**src/rtl/rx_pkg.sv**
```systemverilog
// -----------------------------------------------------------------------------
// rx_pkg
// Shared constants and helpers for the UART RX front-end blocks.
//   PRESCALE_8/16/32   : legal oversampling ratios
//   BIT_CNT_START      : bit index of the start bit
//   BIT_CNT_LAST_DATA  : bit index of the last data bit
//   maj3()             : 3-input majority vote
//   prescale_is_legal(): true for one of the supported oversampling ratios
// -----------------------------------------------------------------------------
package rx_pkg;

  localparam int unsigned PRESCALE_8        = 32'd8;
  localparam int unsigned PRESCALE_16       = 32'd16;
  localparam int unsigned PRESCALE_32       = 32'd32;

  localparam int unsigned BIT_CNT_START     = 32'd0;
  localparam int unsigned BIT_CNT_LAST_DATA = 32'd8;

  // Majority of three samples; tolerates one corrupted sample around the centre.
  function automatic logic maj3(input logic a, input logic b, input logic c);
    return (a & b) | (a & c) | (b & c);
  endfunction

  // Helper for control logic that wants to qualify a prescale setting.
  function automatic logic prescale_is_legal(input int unsigned p);
    return (p == PRESCALE_8) || (p == PRESCALE_16) || (p == PRESCALE_32);
  endfunction

endpackage

```
**src/rtl/bit_sync.sv**
```systemverilog
// -----------------------------------------------------------------------------
// bit_sync
// Two-flop synchroniser for a single asynchronous level. Both flops reset to 1
// so an idle-high serial line does not produce a false edge out of reset.
// Ports:
//   clk     : destination clock
//   reset_n : asynchronous active-low reset
//   d       : asynchronous input
//   q       : synchronised output, 2 clk latency
// -----------------------------------------------------------------------------
module bit_sync (
  input  logic clk,
  input  logic reset_n,
  input  logic d,
  output logic q
);

  logic meta_r;
  logic sync_r;

  // Two-stage shift register; first stage may go metastable, second resolves it.
  always_ff @(posedge clk or negedge reset_n) begin
    if (!reset_n) begin
      meta_r <= 1'b1;
      sync_r <= 1'b1;
    end else begin
      meta_r <= d;
      sync_r <= meta_r;
    end
  end

  assign q = sync_r;

endmodule

```
**src/rtl/rx_bit_sampler.sv**
```systemverilog
// -----------------------------------------------------------------------------
// rx_bit_sampler
// UART RX front end: synchronises the serial line, tracks the oversample edge
// and bit position within a frame, and majority-votes three samples around the
// centre of each bit.
// Ports:
//   clk          : system clock (rising edge)
//   reset_n      : asynchronous active-low reset
//   rx_in        : raw serial line, asynchronous, idle high
//   prescale     : oversampling ratio (8, 16 or 32)
//   cnt_en       : high while the RX FSM is receiving a frame
//   edge_cnt     : oversample edge index within the current bit
//   bit_cnt      : bit index within the frame (0 = start bit), saturating
//   sampled_bit  : majority-voted value of the current bit
//   sample_valid : one-cycle pulse at edge mid+3, bit_cnt still on that bit
//   rx_sync      : synchronised rx_in for start-edge detection
// -----------------------------------------------------------------------------
module rx_bit_sampler
  import rx_pkg::*;
#(
  parameter int PRESCALE_W = 6,
  parameter int BIT_CNT_W  = 4
) (
  input  logic                  clk,
  input  logic                  reset_n,
  input  logic                  rx_in,
  input  logic [PRESCALE_W-1:0] prescale,
  input  logic                  cnt_en,
  output logic [PRESCALE_W-1:0] edge_cnt,
  output logic [BIT_CNT_W-1:0]  bit_cnt,
  output logic                  sampled_bit,
  output logic                  sample_valid,
  output logic                  rx_sync
);

  localparam logic [PRESCALE_W-1:0] EDGE_ZERO = PRESCALE_W'(32'd0);
  localparam logic [PRESCALE_W-1:0] EDGE_ONE  = PRESCALE_W'(32'd1);
  localparam logic [PRESCALE_W-1:0] EDGE_TWO  = PRESCALE_W'(32'd2);
  localparam logic [BIT_CNT_W-1:0]  BIT_ONE   = BIT_CNT_W'(32'd1);
  localparam logic [BIT_CNT_W-1:0]  BIT_START = BIT_CNT_W'(BIT_CNT_START);
  localparam logic [BIT_CNT_W-1:0]  BIT_MAX   = {BIT_CNT_W{1'b1}};

  logic                  rx_sync_s;
  logic [PRESCALE_W-1:0] mid_s;
  logic [PRESCALE_W-1:0] mid_m1_s;
  logic [PRESCALE_W-1:0] mid_p1_s;
  logic [PRESCALE_W-1:0] mid_p2_s;
  logic [PRESCALE_W-1:0] last_edge_s;

  logic [PRESCALE_W-1:0] edge_cnt_r;
  logic [BIT_CNT_W-1:0]  bit_cnt_r;
  logic                  s0_r;
  logic                  s1_r;
  logic                  s2_r;
  logic                  sampled_bit_r;
  logic                  sample_valid_r;

  logic [PRESCALE_W-1:0] edge_cnt_nxt_s;
  logic [BIT_CNT_W-1:0]  bit_cnt_nxt_s;
  logic                  s0_nxt_s;
  logic                  s1_nxt_s;
  logic                  s2_nxt_s;
  logic                  sampled_bit_nxt_s;
  logic                  sample_valid_nxt_s;

  bit_sync u_bit_sync (
    .clk     (clk),
    .reset_n (reset_n),
    .d       (rx_in),
    .q       (rx_sync_s)
  );

  assign mid_s       = prescale >> 1'b1;
  assign mid_m1_s    = mid_s - EDGE_ONE;
  assign mid_p1_s    = mid_s + EDGE_ONE;
  assign mid_p2_s    = mid_s + EDGE_TWO;
  assign last_edge_s = prescale - EDGE_ONE;

  // Next-state for counters, vote samples and the registered sample outputs.
  always_comb begin
    edge_cnt_nxt_s     = edge_cnt_r;
    bit_cnt_nxt_s      = bit_cnt_r;
    s0_nxt_s           = s0_r;
    s1_nxt_s           = s1_r;
    s2_nxt_s           = s2_r;
    sampled_bit_nxt_s  = sampled_bit_r;
    sample_valid_nxt_s = 1'b0;

    if (!cnt_en) begin
      // Idle: restart at edge 0 / bit 0 and drop any partial vote.
      edge_cnt_nxt_s = EDGE_ZERO;
      bit_cnt_nxt_s  = BIT_START;
      s0_nxt_s       = 1'b0;
      s1_nxt_s       = 1'b0;
      s2_nxt_s       = 1'b0;
    end else begin
      if (edge_cnt_r == last_edge_s) begin
        edge_cnt_nxt_s = EDGE_ZERO;
        if (bit_cnt_r != BIT_MAX) begin
          bit_cnt_nxt_s = bit_cnt_r + BIT_ONE;
        end else begin
          bit_cnt_nxt_s = bit_cnt_r;
        end
      end else begin
        edge_cnt_nxt_s = edge_cnt_r + EDGE_ONE;
        bit_cnt_nxt_s  = bit_cnt_r;
      end

      if (edge_cnt_r == mid_m1_s) begin
        s0_nxt_s = rx_sync_s;
      end else begin
        s0_nxt_s = s0_r;
      end

      if (edge_cnt_r == mid_s) begin
        s1_nxt_s = rx_sync_s;
      end else begin
        s1_nxt_s = s1_r;
      end

      if (edge_cnt_r == mid_p1_s) begin
        s2_nxt_s = rx_sync_s;
      end else begin
        s2_nxt_s = s2_r;
      end

      // Registering here makes the pulse visible at edge mid+3, still inside
      // the bit, so the deserializer sees the matching bit_cnt.
      if (edge_cnt_r == mid_p2_s) begin
        sampled_bit_nxt_s  = maj3(s0_r, s1_r, s2_r);
        sample_valid_nxt_s = 1'b1;
      end else begin
        sampled_bit_nxt_s  = sampled_bit_r;
        sample_valid_nxt_s = 1'b0;
      end
    end
  end

  // State registers for counters, vote samples and sample outputs.
  always_ff @(posedge clk or negedge reset_n) begin
    if (!reset_n) begin
      edge_cnt_r     <= EDGE_ZERO;
      bit_cnt_r      <= BIT_START;
      s0_r           <= 1'b0;
      s1_r           <= 1'b0;
      s2_r           <= 1'b0;
      sampled_bit_r  <= 1'b1;
      sample_valid_r <= 1'b0;
    end else begin
      edge_cnt_r     <= edge_cnt_nxt_s;
      bit_cnt_r      <= bit_cnt_nxt_s;
      s0_r           <= s0_nxt_s;
      s1_r           <= s1_nxt_s;
      s2_r           <= s2_nxt_s;
      sampled_bit_r  <= sampled_bit_nxt_s;
      sample_valid_r <= sample_valid_nxt_s;
    end
  end

  assign edge_cnt     = edge_cnt_r;
  assign bit_cnt      = bit_cnt_r;
  assign sampled_bit  = sampled_bit_r;
  assign sample_valid = sample_valid_r;
  assign rx_sync      = rx_sync_s;

endmodule

```
**config.mk**
```make
export PLATFORM = sky130hd
export DESIGN_NAME = rx_bit_sampler
export DESIGN_NICKNAME = d
export VERILOG_FILES = /design/src/rtl/rx_pkg.sv /design/src/rtl/bit_sync.sv /design/src/rtl/rx_bit_sampler.sv
export SDC_FILE = /design/constraint.sdc
export NUM_CORES = 1
export LEC_CHECK = 0
export CAP_MARGIN = 25
export CORE_MARGIN = 2
export CORE_UTILIZATION = 57
export DETAILED_ROUTE_END_ITERATION = 12
export MAX_ROUTING_LAYER = met4
export PLACE_DENSITY = 0.91
export SETUP_SLACK_MARGIN = 0.5
export SLEW_MARGIN = 20
export SYNTH_ARGS = -nofsm -noshare
export SYNTH_HDL_FRONTEND = slang
export SYNTH_HIERARCHICAL = 1
export SYNTH_SLANG_ARGS = --single-unit
```
**constraint.sdc**
```tcl
create_clock -name clk -period 3.2 [get_ports clk]
set_input_delay 0.64 -clock clk [delete_from_list [all_inputs] [get_ports clk]]
set_output_delay 0.64 -clock clk [all_outputs]
set_load 0.005 [all_outputs]
```
==> impl.org, run 1 <==
** Hold path
- Hold wc startpoint :: u_bit_sync/meta_r$_DFF_PN1_
- Hold Crit Endpoint :: u_bit_sync/q$_DFF_PN1_
- Hold Path Class :: flop to flop
- The worst hold path passes through 0 cells.

** Critical path
- Data on the critical path is required at its endpoint by around 3.4 ns.
- Cells on worst reg2reg path :: 5
- The endpoint identified for the worst register-to-register timing path is bit_cnt[0]$_DFFE_PN0P_.
- Worst setup EP type :: flop
- Startpoint types :: input pin
- Data on the critical path arrives at its endpoint at 2.82 ns.
- Critical Setup Path Class :: input pin to flop
- CP max FO :: 5
- R2R setup slack :: 0.94 ns
- The worst register-to-register path begins at edge_cnt[2]$_DFF_PN0_.

** Place
- The count of buffers added on input and output ports is 22.
- Routability-driven placement finished with a final weighted congestion of between 0.8 and 0.9.
- The HPWL after detailed placement is 2.48 mm.
- Counting tap cells, the placed design contains a total of 203 instances.

** Final layout
- P&R area growth vs syn :: 21.8%
- Share of final-layout standard cells stronger than drive strength 1 :: 0.112
- Number of fillers in the final layout :: between 150 and 200
- Core Util, Final :: 0.750
- Final net count :: between 150 and 200
- Antenna Diode Count :: 0
- Fin cells :: 207

** Yosys
- For this run, the number of Yosys warnings is 6.
- Of the post-synthesis cell area, the dominant cell type holds 0.252.
- Among all flip-flop cells after synthesis, the most frequent one is sky130_fd_sc_hd__dfrtp_1.
- In this run, synthesis produced a sequential element count of 17.
- For this run, the register share of the synthesized area comes to 0.309.
- After synthesis, the mean cell area works out to ~9.0 um2.
- Share of flip-flops with an asynchronous set or reset :: 1.00
- In the post-synthesis netlist, the biggest area contributors are sky130_fd_sc_hd__dfrtp_1 (25%), sky130_fd_sc_hd__ha_1 (8.1%), sky130_fd_sc_hd__xnor2_1 (7.6%).
- When the netlist entered floorplanning its net count stood at between 150 and 200.
- Post-synthesis instance area :: between 1000 and 1500 um2
- The netlist uses 44 different library cells.
- Count of mapped cells out of synthesis :: roughly 150
- Number of enable flip-flop cells after synthesis :: 0
- Summed over all instances, the cell type with the most area after synthesis is sky130_fd_sc_hd__dfrtp_1.

** Timing
- Worst slew margin relative to its limit :: 0.510
- Max Clock Skew :: between 0.001 and 0.0015 ns
- Unrepaired setup endpoints after global routing :: true
- Transition at the pin with the smallest max-transition slack :: ~0.73 ns
- The final-report max-slew violation count was 0.
- Final setup violating endpoints :: 0
- Highest clock frequency the design can meet :: slightly below 400 MHz
- The hold violation total from the final report was 0.
- Final-layout setup total negative slack :: 0 ns
- Final min period :: 2.60 ns
- Final critical-path share of the clock period :: 0.811

** Floorplan
- Die width :: ~53 um
- # rows :: 17
- Height of the die :: around 53 um
- For this configuration, the core starts out at a cell density of 0.616.
- Placeable Area :: about 2300 um2
- IO Count :: 23
- Die Outline Area :: 2850 um2

** Routing
- For this block, the initial DRC count from the detailed router was 33.
- Post-route ant nets :: 0
- Vias per cell :: between 5 and 6
- Before antenna repair, the detailed router went through 4 iterations.
- After detailed routing, the total wire length is 3.31 mm.
- Wire length per cell after detailed routing :: roughly 16 um
- In the routed design, unresolved DRC markers number 0.
- Via count :: between 1,000 and 1,500

** Global routing
- For met2 alone, demand over resource in global routing was 0.473.
- Global-route wire length before repair :: 5.53 mm
- GR Layer Usage met1 :: 0.318
- Largest net degree at the start of global routing :: 18
- For met3 alone, demand over resource in global routing was 0.0367.
- Residual overflow from global routing :: 0
- Across every metal layer, demand over resource in global routing totals 0.276.
- The number of global-route vias before repair is 1,246.
- The initial antenna violation count is 0.
- The layer flagged by global routing as most heavily used is met2.

** Power and ir drop
- Fraction of power consumed by combinational cells :: 0.279
- Power per standard cell area :: about 290 nW/um2
- Of the total power, the clock network draws 0.239.
- Power dissipated by switching net loads :: about 0.15 mW
- Power comes to 0.487 mW.
- Total leakage power :: 0.706 nW
- Internal Power :: approximately 0.34 mW
- Of the total power, the share spent switching nets is 0.311.
- Across the VDD grid, the largest voltage drop is around 280 uV.
- Sequential cell fraction of total power :: 0.482

** Clock tree
- For the worst-skew pair, the clock arrives at the later sink with an insertion delay of 0.30 ns.
- Post CTS Setup Buffer Count :: 0
- TritonCTS buffer count :: 3
- In this run the number of H-tree levels came out at 1.
- Clk pin slew, worst setup/hold paths :: around 0.10 ns
- Deepest clock path buffer count :: 2
- Clock root buffer :: sky130_fd_sc_hd__clkbuf_4
- The clock net in this run drives a total of 17 sinks.
- CTS tree :: yes

** Status
- The run finished with clean final reports.

** Job
- Reported max-cap violation count :: 0
metal layers:
metal,wire length [um],share of wire
met5,0,0
met4,102,0.031
met3,127,0.038
met2,1690,0.51
met1,1390,0.42
worst max-delay path, stage by stage:
cell	delay, ns
sky130_fd_sc_hd__clkdlybuf4s50_1	0.48
sky130_fd_sc_hd__inv_1	0.17
sky130_fd_sc_hd__ha_1	0.27
sky130_fd_sc_hd__a21boi_2	0.23
sky130_fd_sc_hd__xnor2_1	0.13
sky130_fd_sc_hd__nand4b_1	0.22
sky130_fd_sc_hd__a311oi_2	0.42
sky130_fd_sc_hd__mux2i_1	0.25
per-stage QoR:
step,instance area (um2),worst slack (ns),hold WS (ns)
after floorplan,1390,0.891,0.344
after global placement,1650,0.330,0.349
after detailed placement,1650,0.150,0.353
after CTS,1680,0.549,0.367
after global routing,1690,0.483,0.374
final,1690,0.604,0.366
logic make-up (layout without fill, tap and decap cells):
kind of cell | Yosys count | in the layout | synth area share
AO/OA/AOI/OAI | 21 | 21 | 0.112
XOR/XNOR | 22 | 22 | 0.155
adder cells (fa/ha/maj) | 10 | 10 | 0.0883
buffers and inverters | 18 | 43 | 0.0567
flip-flops | 17 | 17 | 0.309
multiplexers | 9 | 9 | 0.0658
AND/OR/NAND/NOR | 57 | 57 | 0.214
cells in the final DEF (no fill, tap or decap), types with 3 or more instances in the layout:
| cell | instances |
|---|---|
| sky130_fd_sc_hd__ha_1 | 9 |
| sky130_fd_sc_hd__nand2b_1 | 5 |
| sky130_fd_sc_hd__xor2_1 | 8 |
| sky130_fd_sc_hd__o21ai_0 | 4 |
| sky130_fd_sc_hd__nand2_1 | 16 |
| sky130_fd_sc_hd__buf_4 | 5 |
| sky130_fd_sc_hd__nor3_1 | 5 |
| sky130_fd_sc_hd__inv_1 | 12 |
| sky130_fd_sc_hd__nor2_1 | 10 |
| sky130_fd_sc_hd__xnor2_1 | 12 |
| sky130_fd_sc_hd__dfstp_2 | 3 |
| sky130_fd_sc_hd__clkbuf_4 | 3 |
| sky130_fd_sc_hd__nand4_1 | 3 |
| sky130_fd_sc_hd__mux2i_1 | 8 |
| sky130_fd_sc_hd__nand3_1 | 6 |
| sky130_fd_sc_hd__clkdlybuf4s50_1 | 22 |
| sky130_fd_sc_hd__nor2b_1 | 4 |
| sky130_fd_sc_hd__dfrtp_1 | 14 |
| sky130_fd_sc_hd__a21oi_1 | 3 |
final cells by class:
| cell class | instances | area, um2 | area share |
|---|---|---|---|
| Multi-Input combinational cell | 119 | 897 | 0.530 |
| Sequential cell | 17 | 429 | 0.254 |
| Timing Repair Buffer | 27 | 258 | 0.152 |
| Inverter | 12 | 45.0 | 0.0266 |
| Tap cell | 28 | 35.0 | 0.0207 |
| Clock buffer | 3 | 22.5 | 0.0133 |
| Clock inverter | 1 | 5.00 | 0.00296 |
registers in the layout (all words and copies together), names as in the netlist:
| name | cells |
|---|---|
| bit_cnt | 4 |
| edge_cnt | 6 |
| s0_r | 1 |
| s1_r | 1 |
| s2_r | 1 |
| sample_valid | 1 |
| sampled_bit | 1 |
| u_bit_sync/meta_r | 1 |
| u_bit_sync/q | 1 |
Yosys cell counts (2+ instances only):
library cell / n
sky130_fd_sc_hd__nand2_1: 16
sky130_fd_sc_hd__dfrtp_1: 14
sky130_fd_sc_hd__inv_1: 12
sky130_fd_sc_hd__xnor2_1: 12
sky130_fd_sc_hd__nor2_1: 10
sky130_fd_sc_hd__ha_1: 9
sky130_fd_sc_hd__mux2i_1: 8
sky130_fd_sc_hd__xor2_1: 8
sky130_fd_sc_hd__nand3_1: 6
sky130_fd_sc_hd__nand2b_1: 5
sky130_fd_sc_hd__nor3_1: 5
sky130_fd_sc_hd__nor2b_1: 4
sky130_fd_sc_hd__o21ai_0: 4
sky130_fd_sc_hd__a21oi_1: 3
sky130_fd_sc_hd__dfstp_2: 3
sky130_fd_sc_hd__nand4_1: 3
sky130_fd_sc_hd__a21boi_0: 2
sky130_fd_sc_hd__buf_2: 2
sky130_fd_sc_hd__buf_4: 2
sky130_fd_sc_hd__nand4b_1: 2
how the worst max path moves through the flow:
stage / startpoint / to / slack, ns / cells after the start
floorplan: prescale[3] / s0_r$_DFFE_PN0P_ / 0.89 / 8
CTS: prescale[2] / bit_cnt[0]$_DFFE_PN0P_ / 0.55 / 8
global route: prescale[2] / bit_cnt[0]$_DFFE_PN0P_ / 0.48 / 8
finish: prescale[2] / bit_cnt[0]$_DFFE_PN0P_ / 0.60 / 8
detailed placement: prescale[2] / bit_cnt[0]$_DFFE_PN0P_ / 0.15 / 8
global placement: prescale[2] / bit_cnt[0]$_DFFE_PN0P_ / 0.33 / 8
repair_timing:
| item | CTS | global route |
|---|---|---|
| setup endpoints to repair | 2 | 10 |
| hold buffers | 0 | 0 |
| gates resized for setup | 1 | 4 |
| pin swaps | 0 | 1 |
| endpoints found under the hold margin | 0 | 0 |
power groups by stage:
| stage | logic, mW | registers (mW) | clock network, mW |
|---|---|---|---|
| final | 0.136 | 0.235 | 0.117 |
| after global routing | 0.149 | 0.237 | 0.126 |
| after CTS | 0.133 | 0.235 | 0.118 |
| after detailed placement | 0.131 | 0.239 | 0 |
| after global placement | 0.125 | 0.238 | 0 |
| after floorplan | 0.0832 | 0.234 | 0 |
No activity file was read; power rests on OpenSTA's default activity.
==> run 2, diff against run 1 <==
--- a/config.mk
+++ b/config.mk
@@ -7,10 +7,10 @@
 export LEC_CHECK = 0
 export CAP_MARGIN = 25
 export CORE_MARGIN = 2
-export CORE_UTILIZATION = 57
+export CORE_UTILIZATION = 53
 export DETAILED_ROUTE_END_ITERATION = 12
 export MAX_ROUTING_LAYER = met4
-export PLACE_DENSITY = 0.91
+export PLACE_DENSITY = 0.85
 export SETUP_SLACK_MARGIN = 0.5
 export SLEW_MARGIN = 20
 export SYNTH_ARGS = -nofsm -noshare
==> constraint.sdc (replaced) <==
create_clock -name clk -period 2.6 [get_ports clk]
set_input_delay 0.52 -clock clk [delete_from_list [all_inputs] [get_ports clk]]
set_output_delay 0.52 -clock clk [all_outputs]
set_load 0.005 [all_outputs]
==> run 2 against run 1 <==
Net effect: sequential power rose by 22%; critical endpoint is now bit_cnt[3]$_DFFE_PN0P_; cell count increased by 12%; clock skew about the same; final area is 14% higher; global-route usage is 0.46 points lower; sequential share of layout area is 3.2 points lower; core utilization is 3.0 points higher; largest power group unchanged; combinational power rose by 57%; worst hold slack gained 0.0063 ns; first-iteration DRC count increased by 12%; critical path depth is 2 higher; setup slack worse by 0.075 ns.
==> impl.org, run 2 (synthesis gave the netlist of run 1 again) <==
** Status
- The flow ran to the end, and the final reports show no timing, DRC or antenna violations.

** Final layout
- The total inserted antenna cells is 0 (unchanged).
- The flip-flop count of the largest register after layout came to 6 (unchanged).
- P&R area growth vs syn :: 39.2%
- The final design instance area without fill was 1930 um2 (+14%).
- Share of final-layout standard cells stronger than drive strength 1 :: 0.284 (+0.172)
- The library cell used most frequently in the layout, excluding fill and tap cells, is sky130_fd_sc_hd__buf_4.
- Area occupied by registers :: 429 um2 (unchanged)
- Number of fillers in the final layout :: 157 (+1.9%)
- Final net count :: 221 (+11%)
- In the layout the commonest cells are sky130_fd_sc_hd__buf_4 (26), sky130_fd_sc_hd__clkdlybuf4s50_1 (16), sky130_fd_sc_hd__nand2_1 (15).
- The area used by multi-input combinational logic came to 977 um2 (+8.9%).

** Place
- Number of buffer cells added on primary ports :: 22 (unchanged)
- The pre-CTS setup slack came to -0.115 ns (-0.265 ns).
- Detail Placement HPWL :: 2.74 mm (+10%)
- Placer Congestion :: 0.927 (+4.1%)
- Cell area reported after detailed placement :: 1760 um2 (+7.0%)

** Clock tree
- The clock slew at the register clock pins of the worst setup and hold paths is 0.10 ns (about the same).
- The buffer levels on the longest clock path was 2 (unchanged).
- The clock sink count came to 17 (unchanged).
- Worst skew pair latency :: 0.29 ns (about the same)
- H-tree Lvls :: 1 (unchanged)
- Clock root buffer :: sky130_fd_sc_hd__clkbuf_4
- Cts hold-fix bufs :: 0 (unchanged)
- CTS tree :: yes
- The number of buffers added by the clock tree synthesis step is 3 (unchanged).

** Global routing
- GR met3 Demand/Resource :: 0.0349 (-0.00178)
- Met2 usage :: 0.462 (-0.0109)
- The total overflow reported by the global router is 0 (unchanged).
- The initial antenna violation count came to 0 (unchanged).
- Largest net degree at the start of global routing :: 18 (unchanged)
- After global routing, the most crowded layer is met2.
- Global-route wire length before repair :: 5.49 mm (-0.87%)
- GR Layer Usage met1 :: 0.330 (+0.0121)
- Global Route Usage Sum :: 0.271 (-0.00456)
- The number of global-route vias before repair came to 1,201 (-3.6%).

** Routing
- Via count :: 1,340 (+11%)
- Number of DRC markers in iteration 0 :: 37 (+12%)
- Wire length per cell after detailed routing :: 16.7 um (+4.7%)
- Count of unresolved DRC violations after routing :: 0 (unchanged)
- Post-route ant nets :: 0 (unchanged)
- Length of the first detailed-routing pass in iterations :: 4 (unchanged)
- Total Routed Length :: 3.87 mm (+17%)
- Vias per cell :: 5.80 (-0.52%)

** Power and ir drop
- Sum of internal, switching and leakage power :: 0.643 mW (+32%)
- The logic gate share of total power came to 0.332 (+0.053).
- The leakage power figure is 0.828 nW (+17%).
- The portion of total power attributed to the clock network was 0.223 (-0.016).
- Power dissipated by switching net loads :: 0.203 mW (+34%)
- The peak supply drop is 387 uV (+37%).
- Power per standard cell area :: 333 nW/um2 (+15%)
- Sw Ratio :: 0.316 (+0.00566)
- Internal Power :: 0.440 mW (+31%)
- The fraction of power consumed by sequential logic came to 0.445 (-0.037).

** Floorplan
- The die extent in x is 55.2 um (+3.4%).
- The vertical extent of the die is 55.2 um (+3.4%).
- IO Count :: 23 (unchanged)
- The die outline area was 3050 um2 (+7.0%).
- The starting density of the core came to 0.561 (-0.0554).
- The number of core rows came to 18 (+1).
- Placeable Area :: 2480 um2 (+9.9%)

** Timing
- The worst relative slew slack came to 0.516 (+0.00552).
- Setup repair after global routing could not meet its margin everywhere.
- Static timing analysis puts the maximum clock frequency at 483 MHz.
- In the finished design, the share of the clock period the worst path needs comes to 0.796.
- Final min period :: approximately 2.1 ns
- The largest clock skew in the final design came to 0.000544 ns (-0.000475 ns).
- The setup violation total in the final timing report is 0 (unchanged).
- The worst setup slack after layout came to 0.529 ns (-0.0751 ns).
- Slew Viols, Final :: 0 (unchanged)
- The sum of negative setup slack came to 0 ns (unchanged).
- The hold violation total from the final report was 0 (unchanged).
- Transition at the pin with the smallest max-transition slack :: 0.724 ns (-0.00825 ns)

** Critical path
- The worst reg2reg path depth is 5 (unchanged).
- Worst setup EP type :: flop
- The worst setup path is launched from an input pin.
- Critical Setup Path Class :: input pin to flop
- Data arrival time of the critical path :: 2.29 ns (-0.53 ns)
- Data required, critical path :: 2.82 ns (-0.60 ns)
- The largest fanout on the critical path is 4 (-1).
- The internal reg-to-reg setup slack is 0.64 ns (-0.30 ns).

** Job
- The max-capacitance violation count is 0 (unchanged).

** Hold path
- Cell depth of the worst hold path :: 0 (unchanged)
- The tightest min-delay check is of the flop to flop type.
==> run 2: per-layer routing <==
metal,wire [um],part of all wire,up-vias
met1,1620,0.42,652
met2,2010,0.52,49
li1,-,-,629
met5,0,0,-
met3,169,0.044,10
met4,70,0.018,0
==> run 2: worst paths after layout <==
check                                            start                      to
max                                        prescale[1]  bit_cnt[3]$_DFFE_PN0P_
min                        u_bit_sync/meta_r$_DFF_PN1_  u_bit_sync/q$_DFF_PN1_
max reg2reg                      edge_cnt[1]$_DFF_PN0_        s1_r$_DFFE_PN0P_
min reg2reg                u_bit_sync/meta_r$_DFF_PN1_  u_bit_sync/q$_DFF_PN1_
max in group asynchronous                      reset_n  bit_cnt[3]$_DFFE_PN0P_
min in group asynchronous                      reset_n        s0_r$_DFFE_PN0P_
==> run 2: area by class of cell <==
type | instances | share of cell area
Multi-Input combinational cell | 119 | 0.506
Clock buffer | 3 | 0.0117
Timing Repair Buffer | 49 | 0.216
Sequential cell | 17 | 0.222
Tap cell | 30 | 0.0194
Clock inverter | 1 | 0.00259
Inverter | 12 | 0.0233
==> run 2: power by group through the flow <==
stage                     Combinational, mW  Sequential, mW  Clock [mW]
after global placement                0.180           0.290           0
final                                 0.213           0.286       0.143
after global routing                  0.231           0.287       0.157
after CTS                             0.198           0.286       0.147
after detailed placement              0.186           0.291           0
after floorplan                       0.103           0.288           0
==> run 2: per-stage QoR <==
stage,cells,hold WS [ns],util
3_5_place_dp,220,0.354,0.712
5_1_grt,231,0.375,0.780
4_1_cts,228,0.371,0.756
2_1_floorplan,154,0.224,-
3_3_place_gp,220,0.349,0.712
6_report,231,0.372,0.780
==> run 2: what timing repair did <==
| item | in CTS | in global routing |
|---|---|---|
| gates resized for setup | 21 | 10 |
| pin swaps | 5 | 7 |
| gates cloned | 0 | 0 |
| setup endpoints to repair | 14 | 12 |
| setup buffers | 4 | 3 |
==> run 2: worst max-delay path, stage by stage <==
cell                              delay, ns
sky130_fd_sc_hd__clkdlybuf4s15_1       0.20
sky130_fd_sc_hd__inv_2                 0.07
sky130_fd_sc_hd__buf_4                 0.13
sky130_fd_sc_hd__ha_1                  0.20
sky130_fd_sc_hd__a21boi_2              0.21
sky130_fd_sc_hd__xnor2_1               0.15
sky130_fd_sc_hd__nand4b_1              0.18
sky130_fd_sc_hd__buf_4                 0.20
sky130_fd_sc_hd__nor3_2                0.21
sky130_fd_sc_hd__mux2i_1               0.22
==> run 3, diff against run 2 <==
==> constraint.sdc (replaced) <==
create_clock -name clk -period 2 [get_ports clk]
set_input_delay 0.4 -clock clk [delete_from_list [all_inputs] [get_ports clk]]
set_output_delay 0.4 -clock clk [all_outputs]
set_load 0.005 [all_outputs]
==> run 3 against run 2 <==
Net effect: final area increased by 21%; register-to-register slack got worse by 0.72 ns; setup slack got worse by 0.65 ns; global-route usage increased by 7.4 points; clock power increased by 31%; wire length increased by 65%; power increased by 51%; critical path depth decreased by 3; the flow now finishes with violations (setup timing); clock skew increased by 0.014 ns; largest cell class unchanged.
==> impl.org, run 3 (synthesis gave the netlist of run 1 again) <==
** Power and ir drop
- The power density relative to cell area was 413 nW/um2 (+24%).
- The peak supply drop is 444 uV (+15%).
- Total leakage power :: 1.04 nW (+26%)

** Final layout
- Final net count :: 244 (+10%)
- The total of fill cells in the finished design was 66 (-58%).
- Flip-flop count of the largest register, all copies and words added :: 6 (unchanged)
- Leaving out fill and tap cells, the most frequent cell in the layout is sky130_fd_sc_hd__buf_4.
- Most frequent cells in the layout :: sky130_fd_sc_hd__buf_4 (37), sky130_fd_sc_hd__nand2_1 (16), sky130_fd_sc_hd__buf_6 (13)
- From synthesis to final layout, the design area changed by 69.0%.
- The fraction of layout instances using a drive strength above 1 came to 0.478 (+0.194).

** Timing
- The hold violation total from the final report is 0 (unchanged).
- The setup violation total in the final timing report is 5 (+5).
- Transition at the pin with the smallest max-transition slack :: 0.517 ns (-0.207 ns)
- Based on the critical path, the design can be clocked at up to between 400 and 500 MHz.
- The worst relative slew slack is 0.654 (+0.138).
- Final critical-path share of the clock period :: 1.06
- After layout, the minimum clock period comes to ~2.1 ns.
- The worst setup slack after layout came to -0.125 ns (-0.654 ns).
- Unrepaired setup endpoints after global routing :: true
- Final-layout setup total negative slack :: -0.281 ns (-0.281 ns)
- The post-route worst hold slack was 0.365 ns (-0.00740 ns).
- Max Clock Skew :: 0.0142 ns (+0.0137 ns)
- The final-report max-slew violation count came to 0 (unchanged).

** Hold path
- For hold timing, the worst endpoint is u_bit_sync/q$_DFF_PN1_.
- In this run the most critical hold path is launched from u_bit_sync/meta_r$_DFF_PN1_.
- The number of cells on the worst hold path was 0 (unchanged).
- Hold Path Class :: flop to flop

** Clock tree
- Clk pin slew, worst setup/hold paths :: 0.09 ns (about the same)
- The buffer levels on the longest clock path came to 2 (unchanged).
- CTS placed an instance of sky130_fd_sc_hd__clkbuf_4 at the clock tree root.
- The total of hold buffers inserted after clock tree synthesis came to 0 (unchanged).
- The deepest level of the CTS H-tree came to 1 (unchanged).
- Worst skew pair latency :: 0.30 ns (about the same)
- CTS tree :: yes
- TritonCTS buffer count :: 3 (unchanged)
- Clock sink count :: 17 (unchanged)

** Global routing
- Antenna violations before repair :: 0 (unchanged)
- The total overflow reported by the global router came to 0 (unchanged).
- The overall track demand over capacity in global routing is 0.345 (+0.0738).
- The global-route wire length before repair was 6.93 mm (+26%).
- The largest net degree at the start of global routing came to 14 (-4).
- Number of global-route vias before repair :: 1,462 (+22%)

** Routing
- Wire length per cell after detailed routing :: 25.1 um (+50%)
- Count of unresolved DRC violations after routing :: 0 (unchanged)
- Length of the first detailed-routing pass in iterations :: 5 (+1)
- Via count :: 1,678 (+25%)
- The sum of routed wire length over all layers is 6.40 mm (+65%).
- Vias per cell :: 6.58 (+13%)
- The post-detailed-route count of antenna-violating nets is 0 (unchanged).
- Number of DRC markers in iteration 0 :: 86 (+130%)

** Status
- Violated checks :: setup timing
- The run finished, with violations left.

** Critical path
- Critical Setup Path Class :: input pin to flop
- The slowest stage of the critical path belongs to the cell sky130_fd_sc_hd__a311oi_2.
- Data arrival time of the critical path :: 2.33 ns (+0.04 ns)
- The total buffers and inverters traversed by the critical path came to 2 (-2).
- CP max FO :: 5 (+1)
- The critical path goes through dlygate4sd2_1 > buf_4 > xnor2_1 > a21oi_1 > nand4b_1 > a311oi_2 > mux2i_1.
- The worst reg2reg path depth is 6 (+1).
- Worst setup EP type :: flop
- Data required, critical path :: 2.20 ns (-0.62 ns)
- Endpoint of the lowest-slack register-to-register path :: bit_cnt[0]$_DFFE_PN0P_
- Cell type group with the largest total delay on the critical path :: buffers and inverters
- Reg-to-reg startpoint :: edge_cnt[4]$_DFF_PN0_
- Startpoint types :: input pin
- R2R setup slack :: -0.08 ns (-0.72 ns)
- The largest stage delay on the critical path came to 0.43 ns (+0.21 ns).

** Floorplan
- The vertical extent of the die came to 55.2 um (unchanged).
- The number of core rows was 18 (unchanged).
- The number of I/O pins came to 23 (unchanged).
- The core footprint was 2480 um2 (unchanged).
- The die outline area came to 3050 um2 (unchanged).
- The starting density of the core is 0.561 (unchanged).
- The die extent in x was 55.2 um (unchanged).

** Place
- The number of port buffers is 22 (unchanged).
- The weighted congestion at the end of routability-driven global placement came to 0.969 (+4.5%).
- The estimated wirelength of the detail-placed design is 2.76 mm (+0.95%).

** Job
- The max-capacitance violation count is 0 (unchanged).
[run 3: cell types whose count changed in the layout (fill, tap and decap cells not counted), moves of 5 or more]
cell                              before  now
sky130_fd_sc_hd__buf_4                26   37
sky130_fd_sc_hd__buf_6                 1   13
sky130_fd_sc_hd__clkdlybuf4s50_1      16    3
sky130_fd_sc_hd__dfrtp_1              14    8
sky130_fd_sc_hd__dfrtp_2               0    6
sky130_fd_sc_hd__dlygate4sd2_1         4    9
[run 3: layer usage]
layer  share of wire  up-vias  routed length [um]  track usage
met5               0        -                   0            -
met4           0.057        0                 367        0.171
met3            0.11       49                 711       0.0457
met2            0.49      147                3120        0.587
met1            0.34      811                2200        0.401
li1                -      671                   -            -
[run 3: where the power goes]
group	leakage (nW)	internal [mW]	switching (mW)	total (mW)
sequential	0.215	0.357	0.0145	0.371
combinational	0.813	0.204	0.208	0.412
clock	0.0150	0.0776	0.110	0.187
[run 3: how the worst max path moves through the flow]
stage / from / cells after the start / to / slack (ns)
6_report: prescale[4] / 7 / bit_cnt[0]$_DFFE_PN0P_ / -0.13
5_1_grt: prescale[4] / 7 / bit_cnt[0]$_DFFE_PN0P_ / -0.25
4_1_cts: prescale[1] / 9 / bit_cnt[1]$_DFFE_PN0P_ / 0.13
3_5_place_dp: prescale[2] / 8 / bit_cnt[1]$_DFFE_PN0P_ / -0.56
3_3_place_gp: prescale[1] / 9 / bit_cnt[1]$_DFFE_PN0P_ / -0.48
2_1_floorplan: prescale[1] / 7 / bit_cnt[0]$_DFFE_PN0P_ / 0.26
[run 3: repair_timing]
action,CTS,global route
resized for setup,64,22
pin swaps,19,11
endpoints found under the setup margin,28,19
endpoints found under the hold margin,0,0
buffers inserted,20,6
[run 3: final cells by class]
cell class / instances / area (um2) / share of cell area
multi-input combinational: 119 / 1140 / 0.485
timing repair buffer: 72 / 649 / 0.277
sequential: 17 / 437 / 0.186
inverter: 12 / 57.6 / 0.0245
tap: 30 / 37.5 / 0.0160
clock buffer: 4 / 26.3 / 0.0112
antenna: 1 / 2.50 / 0.00107
[run 3: metrics by stage]
| step | setup slack (ns) | std cells | instance area [um2] | util | total power [mW] |
|---|---|---|---|---|---|
| after global placement | -0.476 | 224 | 1890 | 0.765 | 0.632 |
| after CTS | 0.127 | 248 | 2180 | 0.881 | 0.879 |
| after floorplan | 0.263 | 154 | 1500 | - | 0.527 |
| after detailed placement | -0.557 | 224 | 1890 | 0.765 | 0.642 |
| final | -0.125 | 255 | 2350 | 0.947 | 0.970 |
| after global routing | -0.250 | 254 | 2340 | 0.946 | 1.01 |
